==> config.mk <==
export PLATFORM = sky130hd
export DESIGN_NAME = tx_bytes
export DESIGN_NICKNAME = d
export VERILOG_FILES = /design/src/rtl/tx_bytes_pkg.sv /design/src/rtl/crc16_byte.sv /design/src/rtl/tx_bytes.sv
export SDC_FILE = /design/constraint.sdc
export NUM_CORES = 1
export LEC_CHECK = 0
export CELL_PAD_IN_SITES_DETAIL_PLACEMENT = 0
export CELL_PAD_IN_SITES_GLOBAL_PLACEMENT = 1
export CORE_AREA = 2 2 91 101
export DETAILED_ROUTE_END_ITERATION = 10
export DIE_AREA = 0 0 93 103
export PLACE_DENSITY_LB_ADDON = 0.08
export SYNTH_ARGS = -nofsm -noshare
export SYNTH_HDL_FRONTEND = slang
export SYNTH_HIERARCHICAL = 1
export SYNTH_SLANG_ARGS = --single-unit
==> constraint.sdc <==
create_clock -name clk -period 6.5 [get_ports clk]
set_clock_uncertainty 0.05 [all_clocks]
set_input_delay 0.65 -clock clk [delete_from_list [all_inputs] [get_ports clk]]
set_output_delay 0.65 -clock clk [all_outputs]
set_load 0.01 [all_outputs]
==> src/rtl/tx_bytes_pkg.sv <==
// rtl/tx_bytes_pkg.sv - shared states, CRC constants and frame geometry for tx_bytes
package tx_bytes_pkg;

  typedef enum logic [2:0] {
    IDLE,
    FETCH,
    SEND,
    CRC_L,
    CRC_H
  } state_t;

  localparam logic [15:0] CRC16_INIT   = 16'hffff;
  localparam logic [15:0] CRC16_POLY   = 16'ha001;
  localparam int          HDR_LEN      = 3;
  localparam int          CRC_LEN      = 2;
  localparam logic [7:0]  LEN_ADDR     = 8'(HDR_LEN - 1);
  localparam logic [7:0]  MAX_LEN_HW   = 8'(256 - HDR_LEN);
  localparam logic [7:0]  MAX_LEN_USER = 8'(256 - HDR_LEN - CRC_LEN);

  // Last buffer address of a frame: header + payload, plus the CRC bytes when they live in the buffer
  function automatic logic [7:0] last_addr(input logic [7:0] len, input logic user);
    return user ? len + 8'(HDR_LEN + CRC_LEN - 1) : len + 8'(HDR_LEN - 1);
  endfunction

  // A length the 8-bit buffer address cannot cover is refused
  function automatic logic oversize(input logic [7:0] len, input logic user);
    return len > (user ? MAX_LEN_USER : MAX_LEN_HW);
  endfunction

endpackage

==> src/rtl/crc16_byte.sv <==
// rtl/crc16_byte.sv - combinational CRC-16/MODBUS single-byte update, shared with the receive path
module crc16_byte
  import tx_bytes_pkg::*;
(
  input  logic [15:0] crc_in,
  input  logic [7:0]  data,
  output logic [15:0] crc_out
);

  // Fold one byte into the reflected CRC, LSB first
  always_comb begin
    crc_out = crc_in ^ {8'h00, data};
    for (int i = 0; i < 8; i++) begin
      if (crc_out[0]) crc_out = (crc_out >> 1) ^ CRC16_POLY;
      else            crc_out = crc_out >> 1;
    end
  end

endmodule

==> src/rtl/tx_bytes.sv <==
// rtl/tx_bytes.sv - frame reader from ping-pong RAM to byte serializer; TX_BYTES_USER_CRC_EN adds user_crc
module tx_bytes
  import tx_bytes_pkg::*;
(
  input  logic       clk,
  input  logic       reset_n,
`ifdef TX_BYTES_USER_CRC_EN
  input  logic       user_crc,
`endif
  input  logic       abort,
  output logic       error,
  input  logic       unread,
  input  logic [7:0] rd_byte,
  output logic [7:0] rd_addr,
  output logic       rd_done,
  output logic [7:0] ser_data,
  output logic       ser_valid,
  input  logic       ser_ready,
  output logic       ser_last
);

  state_t      state;
  logic        fetch_wait;
  logic [8:0]  byte_cnt;
  logic [7:0]  data_len;
  logic [15:0] crc;
  logic [15:0] crc_next;
  logic        user_q;
  logic        user_sel;
  logic        hs;
  logic [7:0]  last_a;

`ifdef TX_BYTES_USER_CRC_EN
  assign user_sel = user_crc;
`else
  assign user_sel = 1'b0;
`endif

  assign hs     = ser_valid & ser_ready;
  assign last_a = last_addr(data_len, user_q);

  crc16_byte u_crc (
    .crc_in  (crc),
    .data    (ser_data),
    .crc_out (crc_next)
  );

  // Frame sequencer; RAM read latency is one cycle, so FETCH spends one cycle letting rd_addr reach the RAM
  always_ff @(posedge clk or negedge reset_n) begin
    if (!reset_n) begin
      state      <= IDLE;
      fetch_wait <= 1'b0;
      byte_cnt   <= '0;
      data_len   <= '0;
      crc        <= CRC16_INIT;
      user_q     <= 1'b0;
      rd_addr    <= '0;
      rd_done    <= 1'b0;
      error      <= 1'b0;
      ser_data   <= '0;
      ser_valid  <= 1'b0;
      ser_last   <= 1'b0;
    end else begin
      rd_done <= 1'b0;
      error   <= 1'b0;
      if (abort) begin
        state      <= IDLE;
        fetch_wait <= 1'b0;
        ser_valid  <= 1'b0;
        ser_last   <= 1'b0;
        rd_done    <= (state != IDLE);
      end else begin
        case (state)
          IDLE: begin
            if (unread) begin
              state      <= FETCH;
              fetch_wait <= 1'b1;
              rd_addr    <= '0;
              byte_cnt   <= '0;
              data_len   <= '0;
              crc        <= CRC16_INIT;
              user_q     <= user_sel;
            end
          end
          FETCH: begin
            if (fetch_wait) begin
              fetch_wait <= 1'b0;
            end else if (rd_addr == LEN_ADDR && oversize(rd_byte, user_q)) begin
              error   <= 1'b1;
              rd_done <= 1'b1;
              state   <= IDLE;
            end else begin
              ser_data  <= rd_byte;
              ser_valid <= 1'b1;
              ser_last  <= user_q && (rd_addr == last_a);
              if (rd_addr == LEN_ADDR) data_len <= rd_byte;
              state     <= SEND;
            end
          end
          SEND: begin
            if (hs) begin
              crc      <= crc_next;
              byte_cnt <= byte_cnt + 9'd1;
              if (rd_addr != last_a) begin
                rd_addr    <= rd_addr + 8'd1;
                ser_valid  <= 1'b0;
                fetch_wait <= 1'b1;
                state      <= FETCH;
              end else if (user_q) begin
                ser_valid <= 1'b0;
                ser_last  <= 1'b0;
                rd_done   <= 1'b1;
                state     <= IDLE;
              end else begin
                ser_data <= crc_next[7:0];
                state    <= CRC_L;
              end
            end
          end
          CRC_L: begin
            if (hs) begin
              ser_data <= crc[15:8];
              ser_last <= 1'b1;
              state    <= CRC_H;
            end
          end
          CRC_H: begin
            if (hs) begin
              ser_valid <= 1'b0;
              ser_last  <= 1'b0;
              rd_done   <= 1'b1;
              state     <= IDLE;
            end
          end
          default: state <= IDLE;
        endcase
      end
    end
  end

endmodule
==> flow_metrics.py, run 1 <==
metrics = {
    "status": {
        "status": "completed",
    },
    "yosys": {
        "synthSimpleGateAreaFrac_pct": 19.5,
        "synth_top_family_by_area": "simple AND/OR/NAND/NOR gates",
        "yosysTopAreaCell": "dfrtp_1",
        "asyncSetResetFlopFracSynth_pct": 100,
        "postSynthAreaPerCell_um2": 9.47,
        "yosys-top-cells-count": "58 x nand2_1, 32 x dfrtp_1, 29 x o21ai_0, 18 x xnor2_1, 16 x dfstp_2",
        "ys_flop_type": "dfrtp_1",
        "post_synthesis_register_bit_count": 48,
        "seq_area_frac_synth_pct": 41.7,
        "yosysMostFrequentCell": "nand2_1",
        "synth.net_count": 325,
        "synthesis.instances": 309,
        "synth.top_cell.area_share_pct": 27.4,
        "synthAdderAreaFrac_pct": 1.28,
        "post_synth_num_cell_types": 56,
        "post_synth_mux_area_share_pct": 6.16,
        "synth.cell_area_um2": 2930,
        "synth_area_leaders": "dfrtp_1 27%, dfstp_2 14%, nand2_1 7.4%",
        "synth_compound_gate_area_share_pct": 16.6,
        "synthXorXnorAreaFrac_pct": 10.8,
        "synthesis.yosys.warnings": 6,
        "synth_enable_flop_cells": 0,
    },
    "timing": {
        "hold_ws_ns": 0.373,
        "final_setup_violating_endpoints": 0,
        "max_slew.worst_pin.slew_ns": 0.966,
        "final.period_utilization_pct": 47.2,
        "max-slew-margin-rel_pct": 35.6,
        "report.final.slew_viol_count": 0,
        "period_minus_slack_ns": 3.07,
        "final_critical_path_setup_slack_ns": 3.43,
        "grt_setup_unrepaired": "false",
        "timing.setup.tns_ns": 0,
        "fmax_mhz": 326,
        "finalHoldViolCount": 0,
    },
    "die": {
        "floorplan.initialDensity_pct": 33.8,
        "floorplan.die.height_um": 103,
        "floorplan.core_area_um2": 8650,
        "num_rows": 36,
        "floorplan.io_pins": 33,
        "die_area_um2": 9580,
        "die_width_um": 93,
    },
    "clocking": {
        "cts_buffer_depth": 2,
        "clock_sink_count": 48,
        "cts_tree": "yes",
        "clkLatencyLatePin_ns": 0.30,
        "cts-root-buf": "clkbuf_8",
        "clkTransAtPathRegs_ns": 0.09,
        "postCtsSetupBuffers": 0,
        "cts_resized": 0,
        "ctsHoldBuffers": 0,
        "cts_buffers": 5,
        "clock_tree.htree_level_count": 2,
    },
    "pwr": {
        "power_leakage_nw": 1.40,
        "peakVddDrop_mv": 0.295,
        "power_density_nw_per_um2": 401,
    },
    "global_route": {
        "antenna_violations_before_repair": 0,
        "grt_overflow_total": 0,
        "grt_max_degree": 49,
        "grtUsageTotal_pct": 16.4,
        "grt_first_pass_wirelength_um": 12200,
        "grt_pass1_vias": 2253,
    },
    "run": {
        "timing.max_cap.violations": 0,
    },
    "critical_path": {
        "r2r_start": "state[2]",
        "start_kind": "flip-flop",
        "setup.worst_path.start": "state[2]",
        "critical_path_arrival_ns": 3.25,
        "critical_path_required_ns": 6.69,
        "class_of_the_most_critical_setup_path": "flip-flop to flip-flop",
        "setup.worst_path.end_class": "flip-flop",
        "critical_path.max_fanout": 19,
    },
    "drt": {
        "initialDrtViolationCount": 103,
        "wl_per_cell_um": 17.0,
        "detailed_route_wl_um": 7530,
        "ant_nets": 0,
        "drc_violations": 0,
        "drt_pass1_iterations": 4,
        "number_of_vias_per_cell_after_detailed_routing": 5.21,
        "vias": 2308,
    },
    "final_layout": {
        "final_nets": 344,
        "drive_above_1_share_pct": 14.0,
        "finalCoreUtilization_pct": 39.2,
        "final_cells": 443,
        "count_of_antenna_diodes_in_the_layout": 0,
        "area_growth_pct": 15.9,
    },
    "placed_design": {
        "finalWeightedCongestion": 0.761,
        "preCtsSetupSlack_ns": 3.33,
        "detailedPlacementHpwl_um": 5140,
        "port_buffers": 32,
        "count_of_placed_standard_cells_including_taps": 435,
    },
    "worst_hold_path": {
        "kind_of_path_behind_the_tightest_hold_check": "input pin to async pin",
    },
}
[cell type report]
class / instances / area (um^2)
fill: 900 / 5260
tap: 114 / 143
multi-input combinational: 236 / 1590
sequential: 48 / 1220
timing repair buffer: 35 / 338
inverter: 2 / 7.51
clock buffer: 8 / 90.1
[critical path, stage by stage (launching register included)]
cell	delay (ns)
dfrtp_1	0.52
nand2b_1	0.59
nor2_1	0.72
nand2_1	0.29
or4b_2	0.69
o21ai_1	0.13
[power by group]
part           internal [W]  total [W]  switching, W
clock network     0.0000872   0.000192      0.000104
logic              0.000372   0.000699      0.000327
registers          0.000394   0.000468     0.0000733
total              0.000854    0.00136      0.000504
[routing by layer]
| layer | routed length (um) | vias up | track usage (%) |
|---|---|---|---|
| met4 | 153 | 0 | 5.20 |
| met3 | 197 | 12 | 2.49 |
| met1 | 3720 | 1124 | 23.0 |
| li1 | - | 1131 | - |
| met2 | 3460 | 41 | 26.4 |
| met5 | 0 | - | 0 |
[registers in the layout, indices dropped and copies added (netlist names)]
| register | flops |
|---|---|
| crc | 16 |
| data_len | 8 |
| rd_addr | 8 |
| ser_data | 8 |
| state | 3 |
| error | 1 |
| fetch_wait | 1 |
| rd_done | 1 |
| ser_last | 1 |
| ser_valid | 1 |
[cell usage in the layout, fill, tap and decap left out, types with 2 or more instances in the layout]
cell and count:
clkdlybuf4s50_1 31, dfstp_2 16, or3_1 2, ha_1 3, inv_1 2, nor4_1 3, xnor2_1 18, a21o_1 2
a31oi_1 2, clkbuf_8 6, nor2b_1 2, a21oi_1 6, nor3_1 7, xor2_1 10, dfrtp_1 32, nor3b_1 3
nand4_1 3, a22o_1 9, buf_4 3, xnor2_2 3, nand2_1 58, o221ai_1 3, mux2i_1 9, nand2b_1 4
or2_2 2, o211ai_1 3, clkbuf_1 2, nand3_1 9, o21ai_0 29, nor2_1 9, mux2_2 8, and3_1 3
or4_1 3
[through the flow]
step                      total power (W)  cell area [um^2]
after floorplan                   0.00102              2930
after global placement            0.00118              3300
after detailed placement          0.00118              3300
after CTS                         0.00137              3390
after global routing              0.00146              3390
final                             0.00136              3390
[path summary, 6_finish.rpt]
check                           slack (ns)     endpoint  cells past startpoint
worst min-delay path                  0.37   rd_addr[6]                      2
worst max register to register        3.43   rd_addr[7]                      5
max in group asynchronous             5.57  ser_data[1]                      2
worst max-delay path                  3.43   rd_addr[7]                      5
min in group clk                      0.41       crc[3]                      2
worst min register to register        0.41       crc[3]                      2
[cell families (layout without fill, tap and decap cells)]
logic type,count (synthesis),after routing
AO/OA/AOI/OAI,68,68
buffers and inverters,25,45
adder cells (fa/ha/maj),3,3
multiplexers,17,17
flip-flops,48,48
AND/OR/NAND/NOR,116,116
XOR/XNOR,32,32
(Power assumes the default switching activity.)
==> inputs of run 2 (changes only) <==
==> constraint.sdc (replaced) <==
create_clock -name clk -period 3 [get_ports clk]
set_clock_uncertainty 0.05 [all_clocks]
set_input_delay 0.3 -clock clk [delete_from_list [all_inputs] [get_ports clk]]
set_output_delay 0.3 -clock clk [all_outputs]
set_load 0.01 [all_outputs]
==> flow_metrics.py, run 2 (synthesis gave the netlist of run 1 again) <==
metrics = {
    "status": {
        "status": "completed",
    },
    "timing": {
        "final_critical_path_setup_slack_ns": 0.442,
        "max_slew.worst_pin.slew_ns": 0.601,
        "fmax_mhz": 391,
        "period_minus_slack_ns": 2.56,
        "timing.setup.tns_ns": 0,
        "grt_setup_unrepaired": "false",
        "final_setup_violating_endpoints": 0,
        "report.final.slew_viol_count": 0,
        "finalHoldViolCount": 0,
        "max-slew-margin-rel_pct": 60.0,
        "final.period_utilization_pct": 85.3,
    },
    "worst_hold_path": {
        "kind_of_path_behind_the_tightest_hold_check": "flip-flop to flip-flop",
        "hold_path_depth": 2,
    },
    "clocking": {
        "clkTransAtPathRegs_ns": 0.09,
        "cts_buffer_depth": 2,
        "cts_tree": "yes",
        "clkLatencyLatePin_ns": 0.31,
        "clock_sink_count": 48,
        "postCtsSetupBuffers": 0,
        "cts-root-buf": "clkbuf_8",
        "clock_tree.htree_level_count": 2,
        "cts_buffers": 5,
    },
    "critical_path": {
        "crit_cells": 7,
        "slowest_stage": "dfrtp_1",
        "path_delay_family": "simple AND/OR/NAND/NOR gates",
        "crit_path_max_incr_delay_ns": 0.49,
        "start_kind": "flip-flop",
        "worstPathBufferInverterCount": 1,
        "setup.worst_path.end_class": "flip-flop",
        "critical_path_arrival_ns": 2.70,
        "class_of_the_most_critical_setup_path": "flip-flop to flip-flop",
        "critical_path_required_ns": 3.14,
        "cp_cell_sequence": "inv_1 > ha_1 > or4b_1 > nor4_2 > nand2_1 > o211ai_4 > mux2_2",
        "critical_path.max_fanout": 8,
        "worst_r2r_path_depth": 7,
    },
    "die": {
        "die_width_um": 93,
        "floorplan.core_area_um2": 8650,
        "num_rows": 36,
        "floorplan.die.height_um": 103,
        "floorplan.initialDensity_pct": 33.8,
        "die_area_um2": 9580,
        "floorplan.io_pins": 33,
    },
    "drt": {
        "number_of_vias_per_cell_after_detailed_routing": 5.17,
        "ant_nets": 0,
        "initialDrtViolationCount": 131,
        "wl_per_cell_um": 17.2,
        "drt_pass1_iterations": 4,
        "vias": 2332,
        "detailed_route_wl_um": 7750,
        "drc_violations": 0,
    },
    "final_layout": {
        "design_area_um2": 3460,
        "final_nets": 352,
        "drive_above_1_share_pct": 16.3,
        "top_register": "crc",
        "layout_common_cells": "58 x nand2_1, 32 x dfrtp_1, 31 x clkdlybuf4s50_1, 29 x o21ai_0, 18 x xnor2_1",
        "area_growth_pct": 18.2,
        "count_of_antenna_diodes_in_the_layout": 0,
        "final_cells": 451,
        "number_of_flip_flops_under_the_largest_register_name": 16,
        "layout.cells.most_common": "nand2_1",
    },
    "global_route": {
        "grt_max_degree": 26,
        "grtUsageTotal_pct": 16.9,
        "grt_pass1_vias": 2276,
        "grt_overflow_total": 0,
        "antenna_violations_before_repair": 0,
        "grt_first_pass_wirelength_um": 12400,
    },
    "placed_design": {
        "preCtsSetupSlack_ns": 0.430,
        "detailedPlacementHpwl_um": 5520,
        "port_buffers": 32,
        "count_of_placed_standard_cells_including_taps": 442,
        "finalWeightedCongestion": 0.808,
        "dpl_cell_area_um2": 3350,
    },
    "run": {
        "timing.max_cap.violations": 0,
    },
    "pwr": {
        "peakVddDrop_mv": 0.684,
        "power_density_nw_per_um2": 863,
        "power_leakage_nw": 1.44,
    },
}
run 2: cell count changes in the layout (fill, tap and decap cells not counted), sizes merged:
cell         previous run  this run
buf                     4        11
dlygate4sd3             0         1
inv                     2         3
clkinvlp                0         1
clkbuf                  8         6
run 2: through the flow:
step           total power [W]  util (%)  hold slack, ns
2_1_floorplan          0.00221         -         -0.0456
3_3_place_gp           0.00260      38.8           0.300
3_5_place_dp           0.00259      38.8           0.300
4_1_cts                0.00304      40.0           0.417
5_1_grt                0.00320      40.0           0.428
6_report               0.00299      40.0           0.412
run 2: power by group:
part | internal [W] | total, W | switching (W)
Clock | 0.000188 | 0.000431 | 0.000243
Combinational | 0.000813 | 0.00152 | 0.000712
Sequential | 0.000854 | 0.00103 | 0.000176
Total | 0.00186 | 0.00299 | 0.00113
run 2: path summary, 6_finish.rpt:
| check | start | endpoint | slack, ns |
|---|---|---|---|
| worst max-delay path | rd_addr[0] | ser_data[3] | 0.44 |
| worst min-delay path | crc[2] | crc[2] | 0.41 |
| worst max register to register | rd_addr[0] | ser_data[3] | 0.44 |
| worst min register to register | crc[2] | crc[2] | 0.41 |
| max in group asynchronous | reset_n | crc[1] | 1.63 |
| min in group asynchronous | reset_n | rd_addr[4] | 0.47 |
run 2: what timing repair did:
action                                 4_1_cts  5_1_grt
hold buffers                                 1        0
resized for setup                            0        0
endpoints found under the hold margin       13        0
run 2: per-layer routing:
metal  GRT usage, %  share of wire, %  routed length (um)  vias to the layer above
li1               -                 -                   -                     1144
met1           22.1                46                3550                     1145
met2           29.3                50                3890                       34
met3           2.70               2.6                 199                        9
met4           4.30               1.4                 107                        0
met5              0                 0                   0                        -
run 2: layout make-up:
class	count	area, um^2
Clock inverter	2	13.8
Fill cell	890	5190
Multi-Input combinational cell	236	1590
Timing Repair Buffer	43	400
Inverter	2	7.51
Clock buffer	6	82.6
Sequential cell	48	1220
Tap cell	114	143
run 2: worst reg2reg max path, cell delays in order (launching register included):
cell and delay, ns:
dfrtp_1 0.49, inv_1 0.10, ha_1 0.13, or4b_1 0.49
nor4_2 0.41, nand2_1 0.20, o211ai_4 0.20, mux2_2 0.38
==> inputs of run 3 (changes only) <==
--- a/config.mk
+++ b/config.mk
@@ -7,9 +7,9 @@
 export LEC_CHECK = 0
 export CELL_PAD_IN_SITES_DETAIL_PLACEMENT = 0
 export CELL_PAD_IN_SITES_GLOBAL_PLACEMENT = 1
-export CORE_AREA = 2 2 91 101
+export CORE_AREA = 4 4 93 103
 export DETAILED_ROUTE_END_ITERATION = 10
-export DIE_AREA = 0 0 93 103
+export DIE_AREA = 0 0 97 107
 export PLACE_DENSITY_LB_ADDON = 0.08
 export SYNTH_ARGS = -nofsm -noshare
 export SYNTH_HDL_FRONTEND = slang
==> flow_metrics.py, run 3 (synthesis gave the netlist of run 1 again) <==
metrics = {
    "global_route": {
        "grt_max_degree": 41,
        "grt_first_pass_wirelength_um": 13200,
        "grt_pass1_vias": 2409,
        "grtUsageTotal_pct": 15.8,
        "grt_overflow_total": 0,
        "antenna_violations_before_repair": 0,
    },
    "die": {
        "floorplan.initialDensity_pct": 34.6,
        "die_area_um2": 10400,
        "num_rows": 35,
        "floorplan.core_area_um2": 8450,
        "floorplan.io_pins": 33,
        "die_width_um": 97,
        "floorplan.die.height_um": 107,
    },
    "drt": {
        "drt_pass1_iterations": 4,
        "initialDrtViolationCount": 88,
        "met3RoutedLength_um": 301,
        "detailed_route_wl_um": 7850,
        "detailroute.wirelength.met2_um": 3790,
        "ant_nets": 0,
        "wl_met1_um": 3590,
        "number_of_vias_per_cell_after_detailed_routing": 5.27,
        "vias": 2356,
        "wl_per_cell_um": 17.6,
        "route.top_layer_used": "met4",
        "drc_violations": 0,
    },
    "final_layout": {
        "final_nets": 351,
        "layout_common_cells": "58 x nand2_1, 32 x dfrtp_1, 31 x clkdlybuf4s50_1, 29 x o21ai_0, 18 x xnor2_1",
        "top_register": "crc",
        "layout.filler_cells": 868,
        "layout.cells.most_common": "nand2_1",
        "area_growth_pct": 17.2,
        "count_of_antenna_diodes_in_the_layout": 0,
        "number_of_flip_flops_under_the_largest_register_name": 16,
        "drive_above_1_share_pct": 15.5,
    },
    "clocking": {
        "cts_tree": "yes",
        "clock_tree.htree_level_count": 2,
        "cts-root-buf": "clkbuf_8",
        "clkLatencyLatePin_ns": 0.30,
        "cts_resized": 0,
        "cts_buffer_depth": 2,
        "clock_sink_count": 48,
        "ctsHoldBuffers": 0,
        "clkTransAtPathRegs_ns": 0.09,
        "postCtsSetupBuffers": 0,
        "cts_buffers": 5,
    },
    "pwr": {
        "switching_power_w": 0.00116,
        "clkPwrFrac_pct": 13.0,
        "power_density_nw_per_um2": 873,
        "sw_frac_of_total_pct": 38.6,
        "p_int_w": 0.00184,
        "share_seq_of_total_power_pct": 34.4,
        "pwr-share-comb_pct": 52.6,
        "peakVddDrop_mv": 0.780,
        "power_leakage_nw": 1.43,
    },
    "timing": {
        "max-slew-margin-rel_pct": 35.4,
        "hold_ws_ns": 0.0980,
        "grt_setup_unrepaired": "false",
        "period_minus_slack_ns": 2.59,
        "timing.setup.tns_ns": 0,
        "finalHoldViolCount": 0,
        "fmax_mhz": 386,
        "max_slew.worst_pin.slew_ns": 0.968,
        "final_setup_violating_endpoints": 0,
        "final.period_utilization_pct": 86.3,
        "report.final.slew_viol_count": 0,
    },
    "placed_design": {
        "port_buffers": 32,
        "detailedPlacementHpwl_um": 5640,
        "finalWeightedCongestion": 0.763,
    },
    "critical_path": {
        "start_kind": "flip-flop",
        "critical_path.max_fanout": 8,
        "setup.worst_path.end_class": "flip-flop",
        "critical_path_required_ns": 3.14,
        "critical_path_arrival_ns": 2.73,
        "class_of_the_most_critical_setup_path": "flip-flop to flip-flop",
    },
    "status": {
        "status": "completed",
    },
    "run": {
        "timing.max_cap.violations": 0,
    },
    "worst_hold_path": {
        "kind_of_path_behind_the_tightest_hold_check": "input pin to async pin",
    },
}
[run 3: stage by stage]
step	power, W	utilization [%]	instances	setup WS, ns	cell area [um^2]
finish	0.00299	40.6	447	0.410	3430
global route	0.00324	40.6	447	0.216	3430
CTS	0.00304	40.6	447	0.406	3430
detailed placement	0.00264	39.6	439	0.408	3350
global placement	0.00263	39.6	439	0.412	3350
floorplan	0.00221	-	309	0.642	2930
[run 3: per-layer routing]
layer  track usage (%)  vias up
met3              3.06       14
met5                 0        -
met4              5.12        0
met2              25.8       54
met1              21.1     1147
li1                  -     1141
[run 3: path summary, 6_finish.rpt]
kind,from,to,slack (ns),cells after the start
min in group clk,crc[3],crc[3],0.41,2
max reg2reg,rd_addr[0],ser_data[3],0.41,7
min,reset_n,rd_addr[6],0.1,1
min reg2reg,crc[3],crc[3],0.41,2
max in group asynchronous,reset_n,crc[6],2.02,2
max,rd_addr[0],ser_data[3],0.41,7
[run 3: power by group through the flow]
stage / clock network, W / logic (W) / registers, W
after floorplan: 0 / 0.00119 / 0.00102
after global placement: 0 / 0.00159 / 0.00104
after detailed placement: 0 / 0.00159 / 0.00104
after CTS: 0.000403 / 0.00161 / 0.00103
after global routing: 0.000424 / 0.00176 / 0.00106
final: 0.000388 / 0.00157 / 0.00103
[run 3: layout make-up]
type | count | area (um^2) | share of cell area, %
clock inverters | 1 | 3.75 | 0.109
multi-input cells | 236 | 1590 | 46.4
inverters | 2 | 7.51 | 0.219
well taps | 111 | 139 | 4.05
clock buffers | 7 | 76.3 | 2.23
repair buffers | 42 | 390 | 11.4
flip-flops and latches | 48 | 1220 | 35.6
[run 3: critical path: stages, from the launching register on]
cell and delay (ns):
dfrtp_1 0.48, inv_1 0.09, ha_1 0.13, or4b_1 0.52, nor4_2 0.42, nand2_1 0.20, o211ai_4 0.21, mux2_2 0.38
